`config.mk`:
```
export PLATFORM = sky130hd
export DESIGN_NAME = lsu_mem_stage_flat
export DESIGN_NICKNAME = d
export VERILOG_FILES = /design/src/rtl/lsu_mem_if.sv /design/src/rtl/lsu_mem_stage.sv /design/src/flat_wrapper.sv
export SDC_FILE = /design/constraint.sdc
export NUM_CORES = 1
export LEC_CHECK = 0
export BUFFER_PORTS_ARGS = -buffer_cell sky130_fd_sc_hd__buf_4
export CORE_MARGIN = 4
export CORE_UTILIZATION = 51
export CTS_BUF_LIST = sky130_fd_sc_hd__clkbuf_4 sky130_fd_sc_hd__clkbuf_8
export CTS_CLUSTER_DIAMETER = 80
export DETAILED_ROUTE_END_ITERATION = 7
export GPL_ROUTABILITY_DRIVEN = 0
export MAX_ROUTING_LAYER = met4
export PLACE_DENSITY = 0.88
export SYNTH_ARGS = -nofsm -noshare
export SYNTH_HDL_FRONTEND = slang
export SYNTH_SLANG_ARGS = --single-unit
```
`constraint.sdc`:
```
create_clock -name i_clk -period 2.15 [get_ports i_clk]
set_clock_uncertainty 0.15 [all_clocks]
set_input_delay 0.645 -clock i_clk [delete_from_list [all_inputs] [get_ports i_clk]]
set_output_delay 0.645 -clock i_clk [all_outputs]
set_load 0.05 [all_outputs]
```
`src/rtl/lsu_mem_if.sv`:
```
// lsu_mem_if: data-memory req/ack bus between the LSU (master) and memory (slave).
interface lsu_mem_if;
  logic        req;
  logic        we;
  logic [31:0] addr;
  logic [31:0] wdata;
  logic [3:0]  bmask;
  logic        ack;
  logic [31:0] rdata;
  modport master (output req, we, addr, wdata, bmask, input ack, rdata);
  modport slave  (input req, we, addr, wdata, bmask, output ack, rdata);
endinterface

```
`src/rtl/lsu_mem_stage.sv`:
```
// lsu_mem_stage: MEM-stage load/store unit; one bus transaction per access, stalls until done.
module lsu_mem_stage #(
  parameter int TIMEOUT_CYCLES = 16
) (
  input  logic        i_clk,
  input  logic        i_rst_n,
  input  logic        i_valid,
  input  logic        i_is_load,
  input  logic        i_is_store,
  input  logic [2:0]  i_funct3,
  input  logic [31:0] i_addr,
  input  logic [31:0] i_wdata,
  lsu_mem_if.master   mem,
  output logic        o_stall,
  output logic        o_done,
  output logic [31:0] o_ld_data,
  output logic        o_misaligned,
  output logic        o_bus_err
);
  typedef enum logic [1:0] {IDLE, REQ, DONE} state_t;
  localparam int CW = $clog2(TIMEOUT_CYCLES);
  state_t        state_q, state_d;
  logic [CW-1:0] cnt_q, cnt_d;
  logic [31:0]   addr_q, addr_d, wdata_q, wdata_d, ld_data_q, ld_data_d;
  logic [2:0]    f3_q, f3_d;
  logic          we_q, we_d, mis_q, mis_d, berr_q, berr_d;
  logic          accept, bad, timeout, in_req;
  logic [1:0]    b;
  logic [31:0]   sh, ext, lanes;
  logic [3:0]    bmask;
  always_comb begin
    accept  = i_valid & (i_is_load | i_is_store);
    bad     = (i_funct3[1:0] == 2'b11) | (i_funct3 == 3'b110) | (i_is_store & i_funct3[2]) |
              ((i_funct3[1:0] == 2'b01) & i_addr[0]) | ((i_funct3[1:0] == 2'b10) & (i_addr[1:0] != 2'b00));
    timeout = cnt_q == CW'(TIMEOUT_CYCLES - 1);
    b       = addr_q[1:0];
    sh      = mem.rdata >> {b, 3'b000};
    ext     = f3_q == 3'b000 ? {{24{sh[7]}}, sh[7:0]} :
              f3_q == 3'b001 ? {{16{sh[15]}}, sh[15:0]} :
              f3_q == 3'b100 ? {24'b0, sh[7:0]} :
              f3_q == 3'b101 ? {16'b0, sh[15:0]} : sh;
    bmask   = (!we_q || f3_q[1]) ? 4'b1111 : f3_q[0] ? 4'b0011 << b : 4'b0001 << b;
    lanes   = f3_q[1] ? wdata_q : f3_q[0] ? {2{wdata_q[15:0]}} : {4{wdata_q[7:0]}};
  end
  // Flags and load data are only set on the transition into DONE, so they self-clear after it.
  always_comb begin
    state_d   = state_q;
    addr_d    = addr_q;
    wdata_d   = wdata_q;
    f3_d      = f3_q;
    we_d      = we_q;
    cnt_d     = '0;
    mis_d     = 1'b0;
    berr_d    = 1'b0;
    ld_data_d = '0;
    unique case (state_q)
      IDLE: if (accept) begin
        addr_d  = i_addr;
        wdata_d = i_wdata;
        f3_d    = i_funct3;
        we_d    = i_is_store;
        mis_d   = bad;
        state_d = bad ? DONE : REQ;
      end
      REQ: begin
        cnt_d = cnt_q + 1'b1;
        if (mem.ack) begin
          ld_data_d = ext;
          state_d   = DONE;
        end else if (timeout) begin
          berr_d  = 1'b1;
          state_d = DONE;
        end
      end
      default: state_d = IDLE;
    endcase
  end
  always_ff @(posedge i_clk or negedge i_rst_n) begin
    if (!i_rst_n) begin
      state_q   <= IDLE;
      cnt_q     <= '0;
      addr_q    <= '0;
      wdata_q   <= '0;
      f3_q      <= '0;
      we_q      <= 1'b0;
      mis_q     <= 1'b0;
      berr_q    <= 1'b0;
      ld_data_q <= '0;
    end else begin
      state_q   <= state_d;
      cnt_q     <= cnt_d;
      addr_q    <= addr_d;
      wdata_q   <= wdata_d;
      f3_q      <= f3_d;
      we_q      <= we_d;
      mis_q     <= mis_d;
      berr_q    <= berr_d;
      ld_data_q <= ld_data_d;
    end
  end
  assign in_req       = state_q == REQ;
  assign mem.req      = in_req;
  assign mem.we       = in_req & we_q;
  assign mem.addr     = in_req ? {addr_q[31:2], 2'b00} : '0;
  assign mem.bmask    = in_req ? bmask : '0;
  assign mem.wdata    = (in_req & we_q) ? lanes : '0;
  // Gated by reset so an instruction still held at i_valid cannot stall during reset.
  assign o_stall      = i_rst_n & (in_req | ((state_q == IDLE) & accept));
  assign o_done       = state_q == DONE;
  assign o_ld_data    = o_done ? ld_data_q : '0;
  assign o_misaligned = o_done & mis_q;
  assign o_bus_err    = o_done & berr_q;
endmodule

```
`src/flat_wrapper.sv`:
```
// flat-port wrapper written by rule: the top's interface ports become plain ports
module lsu_mem_stage_flat 
#(
  parameter int TIMEOUT_CYCLES = 16
)
  (i_clk, i_rst_n, i_valid, i_is_load, i_is_store, i_funct3, i_addr, i_wdata, o_stall, o_done, o_ld_data, o_misaligned, o_bus_err, mem_req, mem_we, mem_addr, mem_wdata, mem_bmask, mem_ack, mem_rdata);
  lsu_mem_if mem_i ();
  input  logic i_clk;
  input  logic i_rst_n;
  input  logic i_valid;
  input  logic i_is_load;
  input  logic i_is_store;
  input  logic [2:0] i_funct3;
  input  logic [31:0] i_addr;
  input  logic [31:0] i_wdata;
  output logic o_stall;
  output logic o_done;
  output logic [31:0] o_ld_data;
  output logic o_misaligned;
  output logic o_bus_err;
  output wire logic [$bits(mem_i.req)-1:0] mem_req;
  output wire logic [$bits(mem_i.we)-1:0] mem_we;
  output wire logic [$bits(mem_i.addr)-1:0] mem_addr;
  output wire logic [$bits(mem_i.wdata)-1:0] mem_wdata;
  output wire logic [$bits(mem_i.bmask)-1:0] mem_bmask;
  input wire logic [$bits(mem_i.ack)-1:0] mem_ack;
  input wire logic [$bits(mem_i.rdata)-1:0] mem_rdata;
  assign mem_req = mem_i.req;
  assign mem_we = mem_i.we;
  assign mem_addr = mem_i.addr;
  assign mem_wdata = mem_i.wdata;
  assign mem_bmask = mem_i.bmask;
  assign mem_i.ack = mem_ack;
  assign mem_i.rdata = mem_rdata;
  lsu_mem_stage #(.TIMEOUT_CYCLES(TIMEOUT_CYCLES)) u_core (.i_clk(i_clk), .i_rst_n(i_rst_n), .i_valid(i_valid), .i_is_load(i_is_load), .i_is_store(i_is_store), .i_funct3(i_funct3), .i_addr(i_addr), .i_wdata(i_wdata), .mem(mem_i), .o_stall(o_stall), .o_done(o_done), .o_ld_data(o_ld_data), .o_misaligned(o_misaligned), .o_bus_err(o_bus_err));
endmodule
```
==> impl_metrics.csv, run 1 <==
group,metric,value,unit
critical_path,crit_path_end_kind,"output port",
clock_tree,cts_buffer_depth,2,
power_and_ir_drop,p_switching,2.81,mW
logic_synthesis,syn-mean-instance-area,10.7,um^2
detailed_routing,drt_iter0_drc,363,
finish,drive_gt1_frac,0.626,
die,die_w,111,um
critical_path,crit_buf_inv,2,
detailed_routing,drc,0,
critical_path,worstSetupPathType,"reg -> out",
clock_tree,cts_tree,"done",
logic_synthesis,syn-cell-area,5410,um^2
detailed_routing,wl,19100,um
finish,n_antenna_cell,0,
power_and_ir_drop,finalPower,7.12,mW
logic_synthesis,synth_area_leaders,"dfrtp_1, mux2_2, and2_1, a21oi_1, mux2i_1",
timing,finalCritPeriodShare,1.15,
global_route,grt_use_total,0.298,
critical_path,worstPathRequired,1350,ps
clock_tree,cts_max_level,3,
die,std_cell_rows,37,
die,start_util,0.524,
critical_path,cp_slowest_stage_delay,410,ps
logic_synthesis,yosysWarnings,0,
die,die_y,111,um
global_route,grt_max_degree,109,
critical_path,path_delay_family,"flip-flops",
critical_path,worst_path_max_delay_cell,"dfrtp_1",
clock_tree,clkLatencyLatePin,380,ps
hold_path,hold_class,"in -> async",
detailed_routing,antenna_left,0,
clock_tree,cts-root-buf,"clkbuf_8",
clock_tree,cts.sinks,108,
detailed_routing,first_pass_iters,4,
placed_design,post-dp-hpwl,11300,um
power_and_ir_drop,comb_power_share,0.443,
timing,finalSetupViolations,104,
run_status,outcome,"finished with violations",
timing,relSlewSlack,0.622,
power_and_ir_drop,p_int,4.31,mW
timing,clock.fmax,406,MHz
detailed_routing,vias_per_cell,5.70,
power_and_ir_drop,vdd_ir_drop_max,0.564,mV
logic_synthesis,synth_seq_cells,108,
logic_synthesis,ys_types,39,
timing,rsz0062_at_grt,"true",
timing,report.final.hold_viol_count,0,
power_and_ir_drop,p_seq_frac,0.392,
clock_tree,clk_pin_slew,110,ps
timing,fin_crit,2470,ps
run,drv_cap,0,
die,die_area,12300,um^2
die,io_pins,211,
global_route,antenna_found_initial,0,
finish,syn_to_final_growth,61.6,%
logic_synthesis,netlist_instances,505,
power_and_ir_drop,clkPwrFrac,0.165,
power_and_ir_drop,p_per_area,815,nW/um^2
critical_path,crit_chain,"buf_6 > mux2i_1 > nor2_1 > a21oi_2 > nor2_4 > buf_8",
finish,nFillCells,512,
critical_path,worst-path-max-fanout,6,
placed_design,io_buffers,208,
die,core-area,10300,um^2
timing,final_max_slew_viol_count,0,
power_and_ir_drop,p_leak,3.94,nW
logic_synthesis,ys_seq_area_frac,0.500,
global_route,grt_pass1_wl,28300,um
finish,nNetsFinal,833,
power_and_ir_drop,switching_share,0.394,
detailed_routing,vias,4946,
run_status,violations,"setup timing",
global_route,grt_overflow_total,0,
timing,setup_ws,-315,ps
critical_path,start_kind,"flop",
logic_synthesis,netlist.area_leader.share,0.500,
timing,holdWs,208,ps
clock_tree,hold_buffers,0,
detailed_routing,routedWlPerCell,22.0,um
global_route,grt_pass1_vias,5369,
critical_path,worstPathArrival,1670,ps
clock_tree,cts_buffers,9,
timing,tightest_slew,567,ps
logic_synthesis,yosysTopAreaCell,"dfrtp_1",
worst paths after layout:
path,from,to,slack (ps),cells past startpoint
min,i_rst_n,u_core.ld_data_q[27],210,2
max in group asynchronous,i_rst_n,u_core.addr_q[0],1220,2
max,u_core.f3_q[0],mem_wdata[30],-320,6
min in group i_clk,i_wdata[4],u_core.wdata_q[4],330,2
max reg2reg,u_core.addr_q[0],u_core.ld_data_q[21],50,6
min reg2reg,u_core.cnt_q[0],u_core.cnt_q[0],350,1
layout make-up:
type / count / area [um^2] / share of cell area
flip-flops and latches: 108 / 2710 / 0.310
repair buffers: 248 / 2610 / 0.299
inverters: 4 / 31.3 / 0.00358
clock inverters: 6 / 40.0 / 0.00458
clock buffers: 10 / 138 / 0.0158
multi-input cells: 356 / 3040 / 0.348
well taps: 136 / 170 / 0.0195
cell usage after synthesis:
master / n
ha_1: 1
buf_1: 3
conb_1: 1
nor4_1: 1
nand3_1: 1
and2_1: 66
dfrtp_1: 108
mux2_2: 75
a221oi_1: 1
a21o_1: 1
a211oi_1: 14
clkbuf_1: 13
o21ba_2: 1
nor2_1: 42
mux2i_1: 24
nor4b_1: 1
xor2_1: 1
o21ai_1: 1
or2_2: 2
o311ai_4: 1
o21bai_1: 1
clkinv_1: 1
a21oi_1: 51
nand2b_1: 3
clkbuf_2: 1
xnor2_1: 1
nand3b_1: 2
inv_1: 3
and3_1: 10
nor3b_1: 1
o21a_1: 1
nor2b_1: 11
buf_2: 18
buf_6: 1
nand2_1: 34
o21ai_0: 4
buf_4: 2
o32ai_1: 1
mux4_2: 1
registers in the layout (all words and copies together) (netlist names):
signal	cells
u_core.mis_q	1
u_core.berr_q	1
u_core.addr_q	32
u_core.we_q	1
u_core.cnt_q	4
u_core.state_q	2
u_core.f3_q	3
u_core.wdata_q	32
u_core.ld_data_q	32
per-layer routing:
metal,track usage,vias to the layer above,share of wire
met3,0.0775,48,0.078
met1,0.345,2483,0.36
met5,-,-,0
met4,0.107,0,0.033
li1,-,2157,-
met2,0.503,258,0.53
power groups by stage:
| stage | logic [mW] | registers (mW) | clock network (mW) |
|---|---|---|---|
| detailed placement | 2.61 | 2.73 | 0 |
| floorplan | 1.92 | 2.63 | 0 |
| global placement | 2.53 | 2.70 | 0 |
| CTS | 2.99 | 2.74 | 1.19 |
| finish | 3.15 | 2.79 | 1.18 |
| global route | 3.33 | 2.83 | 1.27 |
layout by cell type (no fill, tap or decap), types with 3 or more instances in the layout:
cell type,n
dfrtp_2,4
nor2b_1,8
a211oi_1,14
buf_4,122
a21oi_4,13
and2_2,32
and2_1,23
buf_6,74
and2_4,11
a21oi_1,30
buf_8,40
a21oi_2,8
clkinvlp_4,5
mux2_2,75
nor2_1,24
buf_16,3
and3_4,4
buf_12,9
nand2_1,32
o21ai_0,3
nor2_4,16
mux2i_1,16
dfrtp_1,104
and3_2,4
clkbuf_8,10
mux2i_2,7
cells by family (layout without fill, tap and decap cells):
kind of cell             after synthesis  in the layout  share of synthesized area
AO/OA/AOI/OAI                         77             77                     0.0854
XOR/XNOR                               2              2                    0.00324
adder cells (fa/ha/maj)                1              1                    0.00231
buffers and inverters                 42            268                     0.0363
flip-flops                           108            108                      0.500
multiplexers                         100            100                      0.205
other                                  1              2                   0.000694
AND/OR/NAND/NOR                      174            174                      0.167
stage by stage:
stage               utilization  cells  setup WS, ps  TNS, ps  instance area [um^2]
floorplan                     -    506         -80.1     -215                  5820
global placement          0.740    839         -54.1    -54.1                  7640
detailed placement        0.740    839          -101    -2990                  7640
CTS                       0.832    866          -312   -24650                  8590
global route              0.846    868          -376   -30430                  8740
finish                    0.846    868          -315   -23450                  8740
repair_timing:
action,4_1_cts,5_1_grt
setup buffers,9,5
setup endpoints to repair,104,105
cloned,2,0
pin swaps,4,9
resized for setup,169,40
(Power assumes the default switching activity.)
==> run 2, diff against run 1 <==
--- a/config.mk
+++ b/config.mk
@@ -6,14 +6,13 @@
 export NUM_CORES = 1
 export LEC_CHECK = 0
 export BUFFER_PORTS_ARGS = -buffer_cell sky130_fd_sc_hd__buf_4
-export CORE_MARGIN = 4
-export CORE_UTILIZATION = 51
+export CORE_UTILIZATION = 54
 export CTS_BUF_LIST = sky130_fd_sc_hd__clkbuf_4 sky130_fd_sc_hd__clkbuf_8
 export CTS_CLUSTER_DIAMETER = 80
 export DETAILED_ROUTE_END_ITERATION = 7
 export GPL_ROUTABILITY_DRIVEN = 0
 export MAX_ROUTING_LAYER = met4
-export PLACE_DENSITY = 0.88
+export PLACE_DENSITY = 0.95
 export SYNTH_ARGS = -nofsm -noshare
 export SYNTH_HDL_FRONTEND = slang
 export SYNTH_SLANG_ARGS = --single-unit
==> constraint.sdc (replaced) <==
create_clock -name i_clk -period 3.2 [get_ports i_clk]
set_clock_uncertainty 0.15 [all_clocks]
set_input_delay 0.96 -clock i_clk [delete_from_list [all_inputs] [get_ports i_clk]]
set_output_delay 0.96 -clock i_clk [all_outputs]
set_load 0.05 [all_outputs]
==> run 2 against run 1 <==
  * The run now ends clean
  * Non-clock buffer count is 26 lower
  * Combinational power shrank 53%
  * Sequential share of layout area is 5.7 points higher
  * First-iteration DRC count fell by 45%
  * Die area shrank 15%
  * Via count is 6.8% lower
  * Highest routed layer unchanged
  * Sequential cell count unchanged
  * Worst setup slack better by 410 ps
==> impl_metrics.csv, run 2 (synthesis results as in run 1) <==
group,metric,value,unit
critical_path,crit_buf_inv,1,
power_and_ir_drop,p_switching,1.55,mW
hold_path,hold_class,"reg -> reg",
finish,layout_commonest_cell,"buf_4",
critical_path,crit_path_end_kind,"output port",
finish,regArea,2700,um^2
finish,nFillCells,648,
die,die_area,10400,um^2
die,core-area,9730,um^2
clock_tree,cts.sinks,108,
detailed_routing,first_pass_iters,5,
finish,utilization,0.757,
detailed_routing,routedWlPerCell,17.7,um
timing,tightest_slew,910,ps
run_status,outcome,"finished clean",
timing,finalCritPeriodShare,0.970,
timing,clock.fmax,322,MHz
placed_design,post-dp-hpwl,10600,um
critical_path,worstPathRequired,2090,ps
power_and_ir_drop,p_leak,3.62,nW
die,die_w,102,um
finish,n_antenna_cell,0,
die,std_cell_rows,36,
critical_path,cp_slowest_stage_delay,610,ps
clock_tree,cts_max_level,3,
clock_tree,cts_buffer_depth,2,
die,io_pins,211,
finish,syn_to_final_growth,36.2,%
power_and_ir_drop,switching_share,0.343,
run,drv_cap,0,
timing,finalSetupTns,0,ps
critical_path,worstPathArrival,1990,ps
finish,final_cell_mix,"buf_4, dfrtp_1, mux2_2, and2_1, a21oi_1",
detailed_routing,wl,14800,um
die,die_y,102,um
clock_tree,cts_tree,"done",
detailed_routing,antenna_left,0,
global_route,grt_pass1_vias,4548,
detailed_routing,vias,4609,
power_and_ir_drop,clkPwrFrac,0.257,
finish,nNetsFinal,807,
power_and_ir_drop,comb_power_share,0.330,
critical_path,worstSetupPathType,"reg -> out",
critical_path,path_delay_family,"flip-flops",
critical_path,crit_chain,"or2_2 > nand2_1 > a21oi_1 > buf_4",
timing,report.final.hold_viol_count,0,
global_route,antenna_found_initial,0,
clock_tree,clkLatencyLatePin,370,ps
detailed_routing,vias_per_cell,5.49,
global_route,grt_overflow_total,0,
global_route,grt_max_degree,72,
clock_tree,clk_pin_slew,100,ps
detailed_routing,drc,0,
power_and_ir_drop,p_seq_frac,0.413,
global_route,grt_pass1_wl,22600,um
power_and_ir_drop,p_int,2.96,mW
power_and_ir_drop,p_per_area,613,nW/um^2
power_and_ir_drop,vdd_ir_drop_max,0.349,mV
detailed_routing,drt_iter0_drc,198,
critical_path,worst_path_max_delay_cell,"dfrtp_1",
placed_design,io_buffers,208,
timing,fin_crit,3100,ps
finish,multi_input_area,2520,um^2
critical_path,start_kind,"flop",
clock_tree,cts_buffers,9,
finish,top_regs,"u_core.addr_q (32), u_core.ld_data_q (32), u_core.wdata_q (32)",
finish,drive_gt1_frac,0.455,
global_route,grt_use_total,0.297,
timing,relSlewSlack,0.394,
die,start_util,0.556,
clock_tree,hold_buffers,0,
critical_path,worst-path-max-fanout,16,
timing,rsz0062_at_grt,"false",
timing,finalSetupViolations,0,
clock_tree,cts-root-buf,"clkbuf_8",
timing,final_max_slew_viol_count,0,
==> run 2: cell count changes in the layout (fill, tap and decap cells not counted), sizes merged <==
cell | previous run | this run
inv | 2 | 4
clkinv | 3 | 1
clkinvlp | 5 | 0
bufinv | 0 | 5
buf | 248 | 222
==> run 2: worst register-to-register path: stages (launching register included) <==
cell and delay [ps]:
dfrtp_1 560, buf_4 350, mux4_2 620, o311ai_4 570
a21oi_1 150
==> run 2: layer usage <==
| metal | share of wire | track usage | vias to the layer above | routed length [um] |
|---|---|---|---|---|
| met5 | 0 | - | - | 0 |
| met4 | 0.034 | 0.140 | 0 | 511 |
| met3 | 0.072 | 0.0575 | 46 | 1070 |
| met2 | 0.51 | 0.500 | 216 | 7620 |
| met1 | 0.38 | 0.343 | 2248 | 5620 |
| li1 | - | - | 2099 | - |
==> run 2: per-stage QoR <==
step	hold slack (ps)	setup slack (ps)	instances	total power, mW	instance area (um^2)
2_1_floorplan	283	82.7	506	2.87	5410
3_3_place_gp	297	399	823	3.28	7070
3_5_place_dp	302	346	823	3.36	7070
4_1_cts	316	58.5	839	4.52	7360
5_1_grt	362	7.84	839	4.72	7360
6_report	320	96.9	839	4.51	7360
==> run 2: area by class of cell <==
class	count	area share
sequential	108	0.367
clock inverter	6	0.0216
clock buffer	10	0.0178
inverter	4	0.00204
tap	133	0.0226
multi-input combinational	356	0.342
timing repair buffer	222	0.226
==> run 2: power by group through the flow <==
stage | Sequential [mW] | Clock, mW | Combinational (mW)
after floorplan | 1.76 | 0 | 1.11
after global routing | 1.90 | 1.22 | 1.60
after CTS | 1.86 | 1.17 | 1.49
after global placement | 1.85 | 0 | 1.43
final | 1.86 | 1.16 | 1.49
after detailed placement | 1.88 | 0 | 1.48
==> run 2: timing repair <==
action / CTS / global route
pin swaps: 0 / 0
endpoints found under the setup margin: 12 / 5
gates resized for setup: 1 / 1
setup buffers: 0 / 0
==> run 2: path summary, 6_finish.rpt <==
path	depth (start not counted)	end	startpoint	slack [ps]
worst max-delay path	4	mem_wdata[14]	u_core.f3_q[0]	100
worst min-delay path	1	u_core.cnt_q[0]	u_core.cnt_q[0]	320
worst max register to register	4	u_core.ld_data_q[16]	u_core.addr_q[1]	650
worst min register to register	1	u_core.cnt_q[0]	u_core.cnt_q[0]	320
max in group asynchronous	3	u_core.addr_q[26]	i_rst_n	1130
min in group asynchronous	2	u_core.ld_data_q[16]	i_rst_n	590
